<file path="config.mk">
export PLATFORM = sky130hd
export DESIGN_NAME = poker_bet_sequencer
export DESIGN_NICKNAME = d
export VERILOG_FILES = /design/src/rtl/poker_bet_sequencer.sv
export SDC_FILE = /design/constraint.sdc
export NUM_CORES = 1
export LEC_CHECK = 0
export CAP_MARGIN = 20
export CORE_MARGIN = 2
export CORE_UTILIZATION = 54
export DETAILED_ROUTE_END_ITERATION = 8
export PLACE_DENSITY = 0.86
export SYNTH_ARGS = -nofsm -noshare
export SYNTH_HDL_FRONTEND = slang
export SYNTH_SLANG_ARGS = --single-unit
</file>
<file path="constraint.sdc">
create_clock -name clk -period 4.8 [get_ports clk]
set_input_delay 0.48 -clock clk [delete_from_list [all_inputs] [get_ports clk]]
set_output_delay 0.48 -clock clk [all_outputs]
set_load 0.05 [all_outputs]
</file>
<file path="src/rtl/poker_bet_sequencer.sv">
// rtl/poker_bet_sequencer.sv - betting-round controller: chip/pot ownership, round-robin bet grant, add-ten sequencing
module poker_bet_sequencer #(
  parameter int W          = 8,
  parameter int STEP       = 10,
  parameter int INIT_CHIPS = 100,
  parameter int ADD_LAT    = 1
) (
  input  logic         clk,
  input  logic         rst_n,
  input  logic         init,
  input  logic [1:0]   bet_req,
  input  logic         award,
  input  logic         winner,
  input  logic [W-1:0] add_o,
  output logic [W-1:0] add_b,
  output logic         add_s,
  output logic [1:0]   bet_ack,
  output logic [1:0]   bet_nack,
  output logic [W-1:0] chips0,
  output logic [W-1:0] chips1,
  output logic [W-1:0] pot,
  output logic         busy
);

  typedef enum logic [1:0] {S_IDLE, S_ADD, S_COMMIT, S_REJ} state_e;

  localparam int            CW       = (ADD_LAT > 1) ? $clog2(ADD_LAT) : 1;
  localparam logic [W-1:0]  STEP_W   = W'(STEP);
  localparam logic [W-1:0]  INIT_W   = W'(INIT_CHIPS);
  localparam logic [W-1:0]  POT_MAX  = {W{1'b1}} - STEP_W;
  localparam logic [CW-1:0] LAT_LAST = CW'(ADD_LAT - 1);

  state_e        state_q, state_d;
  logic [W-1:0]  chips0_q, chips0_d, chips1_q, chips1_d, pot_q, pot_d;
  logic          rr_q, rr_d, gnt_q, gnt_d;
  logic [CW-1:0] cnt_q, cnt_d;

  logic          gnt_sel, grant_ok;
  logic [W:0]    win_sum;
  logic [W-1:0]  win_sat;

  // Both requesting: the round-robin pointer decides; otherwise the lone requester wins.
  assign gnt_sel  = (bet_req == 2'b11) ? rr_q : bet_req[1];
  assign grant_ok = ((gnt_sel ? chips1_q : chips0_q) >= STEP_W) && (pot_q <= POT_MAX);
  assign win_sum  = {1'b0, (winner ? chips1_q : chips0_q)} + {1'b0, pot_q};
  assign win_sat  = win_sum[W] ? {W{1'b1}} : win_sum[W-1:0];

  always_ff @(posedge clk or negedge rst_n) begin
    if (!rst_n) begin
      state_q  <= S_IDLE;
      chips0_q <= INIT_W;
      chips1_q <= INIT_W;
      pot_q    <= '0;
      rr_q     <= 1'b0;
      gnt_q    <= 1'b0;
      cnt_q    <= '0;
    end else begin
      state_q  <= state_d;
      chips0_q <= chips0_d;
      chips1_q <= chips1_d;
      pot_q    <= pot_d;
      rr_q     <= rr_d;
      gnt_q    <= gnt_d;
      cnt_q    <= cnt_d;
    end
  end

  always_comb begin
    state_d = state_q;
    rr_d    = rr_q;
    gnt_d   = gnt_q;
    cnt_d   = cnt_q;
    if (init) begin
      state_d = S_IDLE;
      rr_d    = 1'b0;
      cnt_d   = '0;
    end else begin
      case (state_q)
        S_IDLE: begin
          if (!award && (bet_req != 2'b00)) begin
            gnt_d   = gnt_sel;
            rr_d    = ~gnt_sel;
            cnt_d   = '0;
            state_d = grant_ok ? S_ADD : S_REJ;
          end
        end
        S_ADD: begin
          if (cnt_q == LAT_LAST) state_d = S_COMMIT;
          else                   cnt_d   = cnt_q + 1'b1;
        end
        default: state_d = S_IDLE;
      endcase
    end
  end

  always_comb begin
    chips0_d = chips0_q;
    chips1_d = chips1_q;
    pot_d    = pot_q;
    if (init) begin
      chips0_d = INIT_W;
      chips1_d = INIT_W;
      pot_d    = '0;
    end else if (state_q == S_IDLE && award) begin
      pot_d = '0;
      if (winner) chips1_d = win_sat;
      else        chips0_d = win_sat;
    end else if (state_q == S_COMMIT) begin
      pot_d = add_o;
      if (gnt_q) chips1_d = chips1_q - STEP_W;
      else       chips0_d = chips0_q - STEP_W;
    end
  end

  // init in the COMMIT/REJ cycle aborts the op, so the handshake pulse is suppressed too.
  always_comb begin
    add_s    = (state_q == S_ADD);
    add_b    = pot_q;
    bet_ack  = 2'b00;
    bet_nack = 2'b00;
    if (state_q == S_COMMIT && !init) bet_ack  = gnt_q ? 2'b10 : 2'b01;
    if (state_q == S_REJ && !init)    bet_nack = gnt_q ? 2'b10 : 2'b01;
    chips0   = chips0_q;
    chips1   = chips1_q;
    pot      = pot_q;
    busy     = (state_q != S_IDLE);
  end

endmodule

</file>
=== Yosys cells after proc, flatten, opt, wreduce, memory -nomap -nowiden ===
Index checks and enable logic that the tools add are counted.
Widths: inputs -> output; s select.

* $add $sub $neg: 4
* Order comparisons: 2
* Eq/ne operators: 9
* Multiplexer cells: 32
* Bitwise logic cells: 2
* Reduce and logical (&&, ||, !) cells: 21

{| class="wikitable"
|+ Operator list
! operator !! count
|-
| $mux 8 || 16
|-
| $sub 8x4->8 const B || 2
|-
| $mux 2 || 7
|-
| $ne 3x3->1 const B || 4
|-
| $add 8x8->9 || 1
|-
| $reduce_and 3->1 || 3
|-
| $reduce_bool 3->1 || 3
|-
| $ge 8x4->1 const B || 1
|-
| $le 8x8->1 const B || 1
|-
| $reduce_bool 2->1 || 4
|-
| $mux 1 || 7
|-
| $eq 2x2->1 const B || 3
|-
| $reduce_and 2->1 || 3
|-
| $logic_and 1x1->1 || 5
|-
| $pmux 2 s2 || 1
|-
| $ne 3x2->1 const B || 1
|-
| $eq 2x1->1 const B || 1
|-
| $logic_not 1->1 || 2
|-
| $logic_not 2->1 || 1
|-
| $not 1->1 || 2
|-
| $pmux 1 s2 || 1
|-
| $add 1x1->1 const B || 1
|}

* Register bits: 29
* Output and inout bits: 38
* Word-level logic and storage cells: 77

=== Logic depth before layout (Yosys ltp) ===
Gate-level depths: netlist of the first run.

* Word-level depth: 9
* Mapped depth: 11

=== Least setup slack after synthesis of the first run ===
OpenSTA, ideal clock, no wires.

* Kind: in2reg
* From: input port winner
* To: register chips1_q[0], in the netlist chips1[0]
* Arrival: 2.345 ns
* Required time: 4.654 ns
* Path slack: 2.309 ns
* Cell stages on the path: 9
* Path buffers: 1
* Cell sequence: buf_2 > mux2_2 > ha_1 > fa_1 > nand3_1 > a21o_1 > nand2_1 > a311oi_1 > a311oi_1

* Cells in the longest elaborated chain, start to end: 6
* Elaborated cells on any way between the ends: 8

{| class="wikitable"
|+ Ends and longest elaborated chain
! item !! line !! source
|-
| from (decl) || 13 || <nowiki>input logic winner,</nowiki>
|-
| $mux 8 || 45 || <nowiki>assign win_sum = {1'b0, (winner ? chips1_q : chips0_q)} + {1'b0, pot_q};</nowiki>
|-
| $add 8x8->9 || 45 ||
|-
| $mux 8 || 46 || <nowiki>assign win_sat = win_sum[W] ? {W{1'b1}} : win_sum[W-1:0];</nowiki>
|-
| $mux 8 || 106 || <nowiki>if (winner) chips1_d = win_sat;</nowiki>
|-
| $mux 8 || 104 || <nowiki>end else if (state_q == S_IDLE && award) begin</nowiki>
|-
| $mux 8 || 100 || <nowiki>if (init) begin</nowiki>
|-
| to (signal assigned) || 60 || <nowiki>chips1_q <= chips1_d;</nowiki>
|-
| to (decl) || 34 || <nowiki>logic [W-1:0] chips0_q, chips0_d, chips1_q, chips1_d, pot_q, pot_d;</nowiki>
|}

Parallel ways exist; a longest one is shown, timed or not. The select of a mux whose other input is x is not followed.
A chain may end at the register's enable or synchronous reset.

=== Final worst setup path of the first run ===
Same ends and word-level chain as after synthesis.

==> reports/qor.csv, run 1 <==
metric,value,unit
number of buffers created by CTS,3,
Synth warnings,0,
H-tree levels,1,
number of enable flip-flop cells after synthesis,0,
Hold Crit Class,flip-flop to flip-flop,
CP endpoint kind,flip-flop,
die span in x,68.08,µm
post-layout util,69.12,%
Synth Net Count,280,
largest net degree at the start of global routing,29,
Detail Placement HPWL,4.258,mm
f_max,0.3083,GHz
Core Box Area,0.003971,mm²
post-synth cell types,61,
Ant. Diodes,0,
Die ar.,0.004634,mm²
# setup viols final,0,
Synth top cells by count,"26 x nor2_1, 22 x dfrtp_1, 19 x nand2_1",
layout cells sized above 1,10.58,%
"top cells by area, synth","dfrtp_1 25%, dfstp_2 7.1%, ha_1 5.6%",
Peak VDD IR,0.1121,mV
status,finished clean,
area delta synth->final,23.81,%
slew margin rel.,47.62,%
num rows,23,
most frequent CP cell,a311oi_1,
CP bufs+invs,1,
Vias,2131,
final wirelength,5.721,mm
crit path kind,input port to flip-flop,
RSZ-0062 raised after global routing,false,
vias in the first global route,1938,
WP data arrival,3360,ps
vias per cell,6.213,
top cell type's share of synthesized area,24.83,%
Clock Skew,7.684,ps
async set or reset register ratio after synthesis,100.0,%
Period minus WS final,3244,ps
postcts setup bufs,0,
cell area after placement,0.002690,mm²
global-route wire length before repair,9.280,mm
Root Buffer,clkbuf_8,
WL per Instance,16.68,µm
final count of hold timing violations,0,
CP cell instances,clkdlybuf4s50_1 > mux2_2 > ha_1 > fa_1 > nand3_1 > a21o_1 > nand2_1 > a311oi_1 > a311oi_1,
# nets final,320,
cell area after synthesis,0.002217,mm²
Overflow after GRT,0,
Critical Path RT,4910,ps
Mapped Cells,254,
"Primary FF master, synth",dfrtp_1,
io pins,53,
fin crit share,67.58,%
PostCTS Resize Cnt,0,
Yosys reg bits,28,
DRC violations left,0,
TNS Setup,0,ps
clk slew on worst S/H paths,100,ps
CTS tree,built,
drt pass-1 iters,5,
CTS Buffer Depth,2,
clk sink count,28,
CP top delay family,buffers and inverters,
Critical Path Source Type,input port,
Clock Latency Late Sink,270,ps
initial core utilization,55.83,%
hold-fix buffers at CTS,0,
GRT Total Usage,26.27,%
Synth area leader,dfrtp_1,
port buffer count,52,
synthesized area per cell,8.729,µm²
"Seq/Total Area, Yosys",31.94,%
PD cells,224.9,mW/mm²
critical-path cell with the highest stage delay,clkdlybuf4s50_1,
initial antenna violation count,0,
"Max FO, Critical Path",21,
Slew @ Worst Pin,783.2,ps
Initial DRC Count,143,
MaxCap Viol Count,0,
top-count cell post-synth,nor2_1,
post-route design area,0.002745,mm²
gpl congestion,0.8974,
Antenna Nets Post-Route,0,
Die Y,68.08,µm
leakage power,1.085,nW
Crit path largest cell delay,980,ps
Slew Limit Fails,0,
[metal layers]
| layer | track usage [%] | vias up | wire, µm |
|---|---|---|---|
| met5 | 0 | - | 0 |
| met4 | 4.750 | 0 | 29 |
| met3 | 3.289 | 4 | 410 |
| met2 | 43.08 | 107 | 2652 |
| met1 | 37.47 | 1005 | 2629 |
| li1 | - | 1015 | - |
[cell type report]
type	instances	area, µm²
repair buffers	54	535.5
well taps	50	62.56
inverters	11	41.29
clock buffers	4	55.05
multi-input cells	196	1343
flip-flops and latches	28	708.2
fillers	329	1226
[state kept, by name, indices dropped and copies added, names as in the netlist]
register,count
gnt_q,1
chips0,8
rr_q,1
state_q,2
chips1,8
add_b,8
[logic make-up (layout without fill, tap and decap cells)]
group                      count (synthesis)  in the layout  share of synthesized area (%)
adders and majority gates                 11             11                          6.546
buffers and inverters                     30             69                          7.505
muxes                                      5              5                          2.708
AOI/OAI and AO/OA                         85             85                          27.48
and+or+nand+nor                           92             92                          22.63
xor gates and xnor gates                   3              3                          1.185
DFF                                       28             28                          31.94
[cell usage in the layout (no fill, tap or decap), types with 7 or more instances in the layout]
cell type | Yosys | routed
o21ai_0 | 7 | 7
o21ai_1 | 8 | 8
clkdlybuf4s50_1 | 0 | 52
nor2_1 | 26 | 26
a21oi_1 | 17 | 17
inv_1 | 10 | 10
nor3_1 | 10 | 10
dfrtp_1 | 22 | 22
nand2_1 | 19 | 19
ha_1 | 10 | 10
a22oi_1 | 9 | 9
[per-stage QoR]
stage	hold slack, ps	total power, mW	instances	setup slack [ps]
after floorplan	184.4	0.4057	254	2309
after global placement	514.5	0.4662	339	1374
after detailed placement	532.9	0.4690	339	1265
after CTS	548.5	0.6158	343	1588
after global routing	581.1	0.6484	343	1417
final	544.1	0.6173	343	1556
[tightest hold or removal path: cells and delay by family (launching register included)]
kind | cells | cell delay [ps]
flip-flops | 1 | 400
buffers and inverters | 1 | 70
AO/OA/AOI/OAI | 1 | 70
[report_power, final]
part / switching [mW] / internal, mW
Combinational: 0.126 / 0.0715
Sequential: 0.0196 / 0.250
Clock: 0.0764 / 0.0735
[path summary, 6_finish.rpt]
kind                       startpoint        end  slack [ps]  cells past startpoint
max                            winner  chips1[0]        1560                      9
min                         chips1[2]  chips1[2]         540                      2
max reg2reg                 chips0[1]  chips1[5]        2380                      8
min reg2reg                 chips1[2]  chips1[2]         540                      2
max in group asynchronous       rst_n  chips0[6]        3900                      2
min in group asynchronous       rst_n   add_b[4]         580                      2
(Power assumes the default switching activity.)
==> run 2, diff against run 1 <==
CORE_UTILIZATION = 50   (was 54)
PLACE_DENSITY = 0.8   (was 0.86)
clock period = 3 ns   (was 4.8 ns; I/O delays follow)
==> run 2 against run 1 <==
Wire length increased by 3.0%; final area rose by 1.5%; largest power group unchanged; critical path type unchanged; first-iteration DRC count increased by 90%; register-to-register slack got worse by 1700 ps; setup slack worse by 1300 ps; via count up 1.3%; die area rose by 7.5%.
==> reports/qor.csv, run 2 (synthesized netlist as in run 1, its figures left out) <==
metric,value,unit,change
Top Usage Layer GRT,met2,,unchanged
Net Switching,356.8,µW,was 222.5 µW
Slew @ Worst Pin,827.6,ps,was 783.2 ps
initial core utilization,51.27,%,was 55.83%
DRC violations left,0,,unchanged
Clock Latency Late Sink,280,ps,was 270 ps
port buffer count,52,,unchanged
crit path kind,input port to flip-flop,,unchanged
worst setup path startpoint,winner,,unchanged
CTS tree,built,,unchanged
global-route wire length before repair,9.653,mm,was 9.280 mm
clk sink count,28,,unchanged
drt pass-1 iters,5,,unchanged
Die ar.,0.004983,mm²,was 0.004634 mm²
worst reg-to-reg path cell count,7,,was 8
Crit path largest cell delay,570,ps,was 980 ps
vias per cell,6.151,,was 6.213
WP data arrival,2900,ps,was 3360 ps
Overflow after GRT,0,,unchanged
hold-fix buffers at CTS,0,,unchanged
final wirelength,5.891,mm,was 5.721 mm
Final Power,972.2,µW,was 617.3 µW
Vias,2159,,"was 2,131"
"setup slack, reg-to-reg",650,ps,was 2380 ps
"commonest cells after routing, fill and taps aside","48 x clkdlybuf4s50_1, 26 x nor2_1, 22 x dfrtp_1",,"was 52 x clkdlybuf4s50_1, 26 x nor2_1, 22 x dfrtp_1"
f_max,0.3642,GHz,
Period minus WS final,2746,ps,
Detail Placement HPWL,4.511,mm,was 4.258 mm
fin crit share,91.52,%,
Antenna Nets Post-Route,0,,unchanged
worst r2r dst,chips0[2],,was chips1[5]
CP cell instances,clkdlybuf4s50_1 > buf_4 > mux2_2 > ha_1 > nand2_1 > o211a_4 > nand2_4 > nor2_1 > a222oi_1,,was clkdlybuf4s50_1 > mux2_2 > ha_1 > fa_1 > nand3_1 > a21o_1 > nand2_1 > a311oi_1 > a311oi_1
WP depth,9,,unchanged
Peak VDD IR,0.1701,mV,was 0.1121 mV
WL per Instance,16.78,µm,was 16.68 µm
Clock power frac,22.2,%,was 24.3%
num rows,24,,was 23
combinational power share,33.5,%,was 32.1%
critical-path cell with the highest stage delay,clkdlybuf4s50_1,,unchanged
met3 usage,3.989,%,was 3.289%
H-tree levels,1,,unchanged
leakage power,1.119,nW,was 1.085 nW
number of buffers created by CTS,3,,unchanged
status,finished clean,,unchanged
largest net degree at the start of global routing,29,,unchanged
CP endpoint kind,flip-flop,,unchanged
"commonest non-fill, non-tap cell in the layout",clkdlybuf4s50_1,,unchanged
slew margin rel.,44.40,%,was 47.62%
met1 Track Usage GR,33.70,%,was 37.47%
met2 global-route usage,38.16,%,was 43.08%
crit path to,chips0[2],,was chips1[0]
Die Y,70.59,µm,was 68.08 µm
"Max FO, Critical Path",14,,was 21
io pins,53,,unchanged
initial antenna violation count,0,,unchanged
GRT Total Usage,23.99,%,was 26.27%
Root Buffer,clkbuf_8,,unchanged
TNS Setup,0,ps,unchanged
CP top delay family,buffers and inverters,,unchanged
Initial DRC Count,272,,was 143
PostCTS Resize Cnt,0,,unchanged
die span in x,70.59,µm,was 68.08 µm
MaxCap Viol Count,0,,unchanged
pre-CTS setup slack,-21.19,ps,was 1265 ps
Clock Skew,9.173,ps,was 7.684 ps
Internal Power,615.4,µW,was 394.8 µW
PD cells,349.0,mW/mm²,was 224.9 mW/mm²
Critical Path RT,3160,ps,was 4910 ps
CP bufs+invs,2,,was 1
RR Startpoint,chips1[3],,was chips0[1]
# setup viols final,0,,unchanged
vias in the first global route,2051,,"was 1,938"
Hold Crit Class,input port to async pin,,was flip-flop to flip-flop
Slew Limit Fails,0,,unchanged
Flop pwr share,44.3,%,was 43.7%
clk slew on worst S/H paths,100,ps,about the same
gpl congestion,0.8684,,was 0.8974
CTS Buffer Depth,2,,unchanged
RSZ-0062 raised after global routing,false,,unchanged
# nets final,326,,was 320
Net Sw Frac,36.70,%,was 36.04%
Critical Path Source Type,input port,,unchanged
Ant. Diodes,0,,unchanged
final count of hold timing violations,0,,unchanged
Core Box Area,0.004324,mm²,was 0.003971 mm²
postcts setup bufs,0,,unchanged
layout cells sized above 1,13.38,%,was 10.58%
setup ws final,254.4,ps,was 1556 ps
area delta synth->final,25.62,%,was 23.81%
==> run 2: cell types whose count changed in the layout (fill, tap and decap cells not counted) <==
cell	previous run	this run
buf_12	0	1
clkdlybuf4s50_1	52	48
clkbuf_8	4	3
buf_4	2	11
clkbuf_1	0	1
==> run 2: how the worst min path moves through the flow <==
stage	start	endpoint	slack [ps]	cells past startpoint
6_report	rst_n	state_q[0]	390	2
5_1_grt	rst_n	state_q[0]	440	2
4_1_cts	rst_n	state_q[0]	400	2
3_5_place_dp	chips1[2]	chips1[2]	520	2
3_3_place_gp	chips1[2]	chips1[2]	520	2
2_1_floorplan	rst_n	add_b[0]	4	0
==> run 2: power by group through the flow <==
stage	clock [mW]	combinational (mW)	sequential, mW
3_3_place_gp	0	0.318	0.437
4_1_cts	0.222	0.324	0.430
2_1_floorplan	0	0.168	0.482
3_5_place_dp	0	0.323	0.437
5_1_grt	0.231	0.350	0.435
6_report	0.216	0.325	0.431
==> run 2: layout make-up <==
type / instances / area, µm²
Inverter: 11 / 41.29
Clock buffer: 4 / 45.04
Sequential cell: 28 / 708.2
Tap cell: 52 / 65.06
Fill cell: 396 / 1539
Multi-Input combinational cell: 196 / 1343
Timing Repair Buffer: 60 / 583.1
==> run 2: metal layers <==
metal | routed length [µm] | up-vias
met5 | 0 | -
met4 | 72 | 0
met3 | 369 | 6
met2 | 2763 | 97
met1 | 2685 | 1028
li1 | - | 1028
==> run 2: through the flow <==
stage	util, %	instances	hold slack, ps	instance area [µm²]
6_report	64.41	351	385.6	2785
5_1_grt	64.41	351	435.2	2785
4_1_cts	64.41	351	398.6	2785
3_5_place_dp	63.37	347	523.5	2740
3_3_place_gp	63.37	347	517.7	2740
2_1_floorplan	-	254	4.409	2217
==> patch: new RTL, settings of run 2 <==
Change the parameter `ADD_LAT` from 1 to 2.
--- a/src/rtl/poker_bet_sequencer.sv
+++ b/src/rtl/poker_bet_sequencer.sv
@@ -3,7 +3,7 @@
   parameter int W          = 8,
   parameter int STEP       = 10,
   parameter int INIT_CHIPS = 100,
-  parameter int ADD_LAT    = 1
+  parameter int ADD_LAT    = 2
 ) (
   input  logic         clk,
   input  logic         rst_n,
Function: changed (Yosys sat finds a counterexample within 4 cycles, from zero or initial values and one cycle with rst_n low).
==> patch against run 2 <==
  * Setup slack got worse by 0.028 ns
  * Combinational power down 9.2%
  * First-iteration DRC count is 47% lower
  * Via count is 0.69% higher
  * Sequential cell count rose by 1
  * Largest cell class unchanged
  * Critical path type unchanged
  * Critical path depth rose by 1
  * Total power up 20%
  * Routed wire length up 3.0%
  * Cell area is 3.5% higher
  * Synthesized area decreased by 1.1%
  * Non-clock buffer count grew 4
==> patch: results (changes against run 2) <==
[run_status]
status = completed

[finish]
n_fill_cell = 373  ; -5.8%
layout-drive-gt1-share_pct = 12.9  ; -0.43 points
nets = 334  ; +2.5%

[global_route]
grt_pass1_wl_um = 9830  ; +1.8%
grt_use_total_pct = 25.0  ; +1.1 points
use_met3_pct = 7.36  ; +3.4 points
grt_use_met2_pct = 40.6  ; +2.4 points
grt_pass1_vias = 2115  ; +3.1%
use_met1_pct = 32.5  ; -1.2 points

[routing]
finalWirelength_um = 6070  ; +3.0%
wl_per_cell_um = 16.8  ; +0.12%

[setup_path]
cp_top_family = compound AO/OA/AOI/OAI gates
r2r_start = chips0[0]
slowest_delay_ns = 0.49  ; -0.08 ns

[power]
vdd_drop_max_mv = 0.350  ; +110%
powerSeq_w = 0.000446  ; +3%
finalPower_w = 0.00116  ; +20%

[clock_tree]
cts_buffers = 5  ; +2

[place]
dp_cells = 353  ; +1.7%
pre_cts_slack_ns = -0.0644  ; -0.0432 ns
globalplace.congestion = 0.954  ; +9.8%
post_dp_cell_area_um2 = 2770  ; +0.96%

[sta]
min_period_over_period_pct = 92.5  ; +0.95 points
worst_pin_slew_ns = 0.619  ; -0.209 ns

[yosys]
ys_types = 50  ; -18%
yosysSeqAreaShare_pct = 33.4  ; +1.5 points
netlist_top_cells_count = nor2_1, dfrtp_1, a21oi_1, nand2_1, inv_1
synth.area.top_cells = dfrtp_1, dfstp_2, nor2_1

[patch: cell families (layout without fill, tap and decap cells)]
| kind of cell | count (synthesis) | count (layout) | share of synthesized area, % |
|---|---|---|---|
| XOR/XNOR | 3 | 3 | 1.20 |
| AND/OR/NAND/NOR | 94 | 94 | 20.9 |
| AO/OA/AOI/OAI | 82 | 82 | 27.3 |
| multiplexers | 7 | 7 | 3.59 |
| buffers and inverters | 31 | 83 | 6.90 |
| adder cells (fa/ha/maj) | 11 | 11 | 6.62 |
| flip-flops | 29 | 29 | 33.4 |
[patch: area by class of cell]
cell class	count	area (um^2)	area share, %
clock buffer	7	86.3	2.99
clock inverter	1	30.0	1.04
inverter	11	41.3	1.43
multi-input combinational	197	1310	45.4
sequential	29	733	25.4
tap	52	65.1	2.26
timing repair buffer	64	618	21.4
[patch: layer usage]
metal  wire length (um)  part of all wire (%)
met4                 31                  0.51
met1               2590                    43
met5                  0                     0
met3                503                   8.3
met2               2940                    48
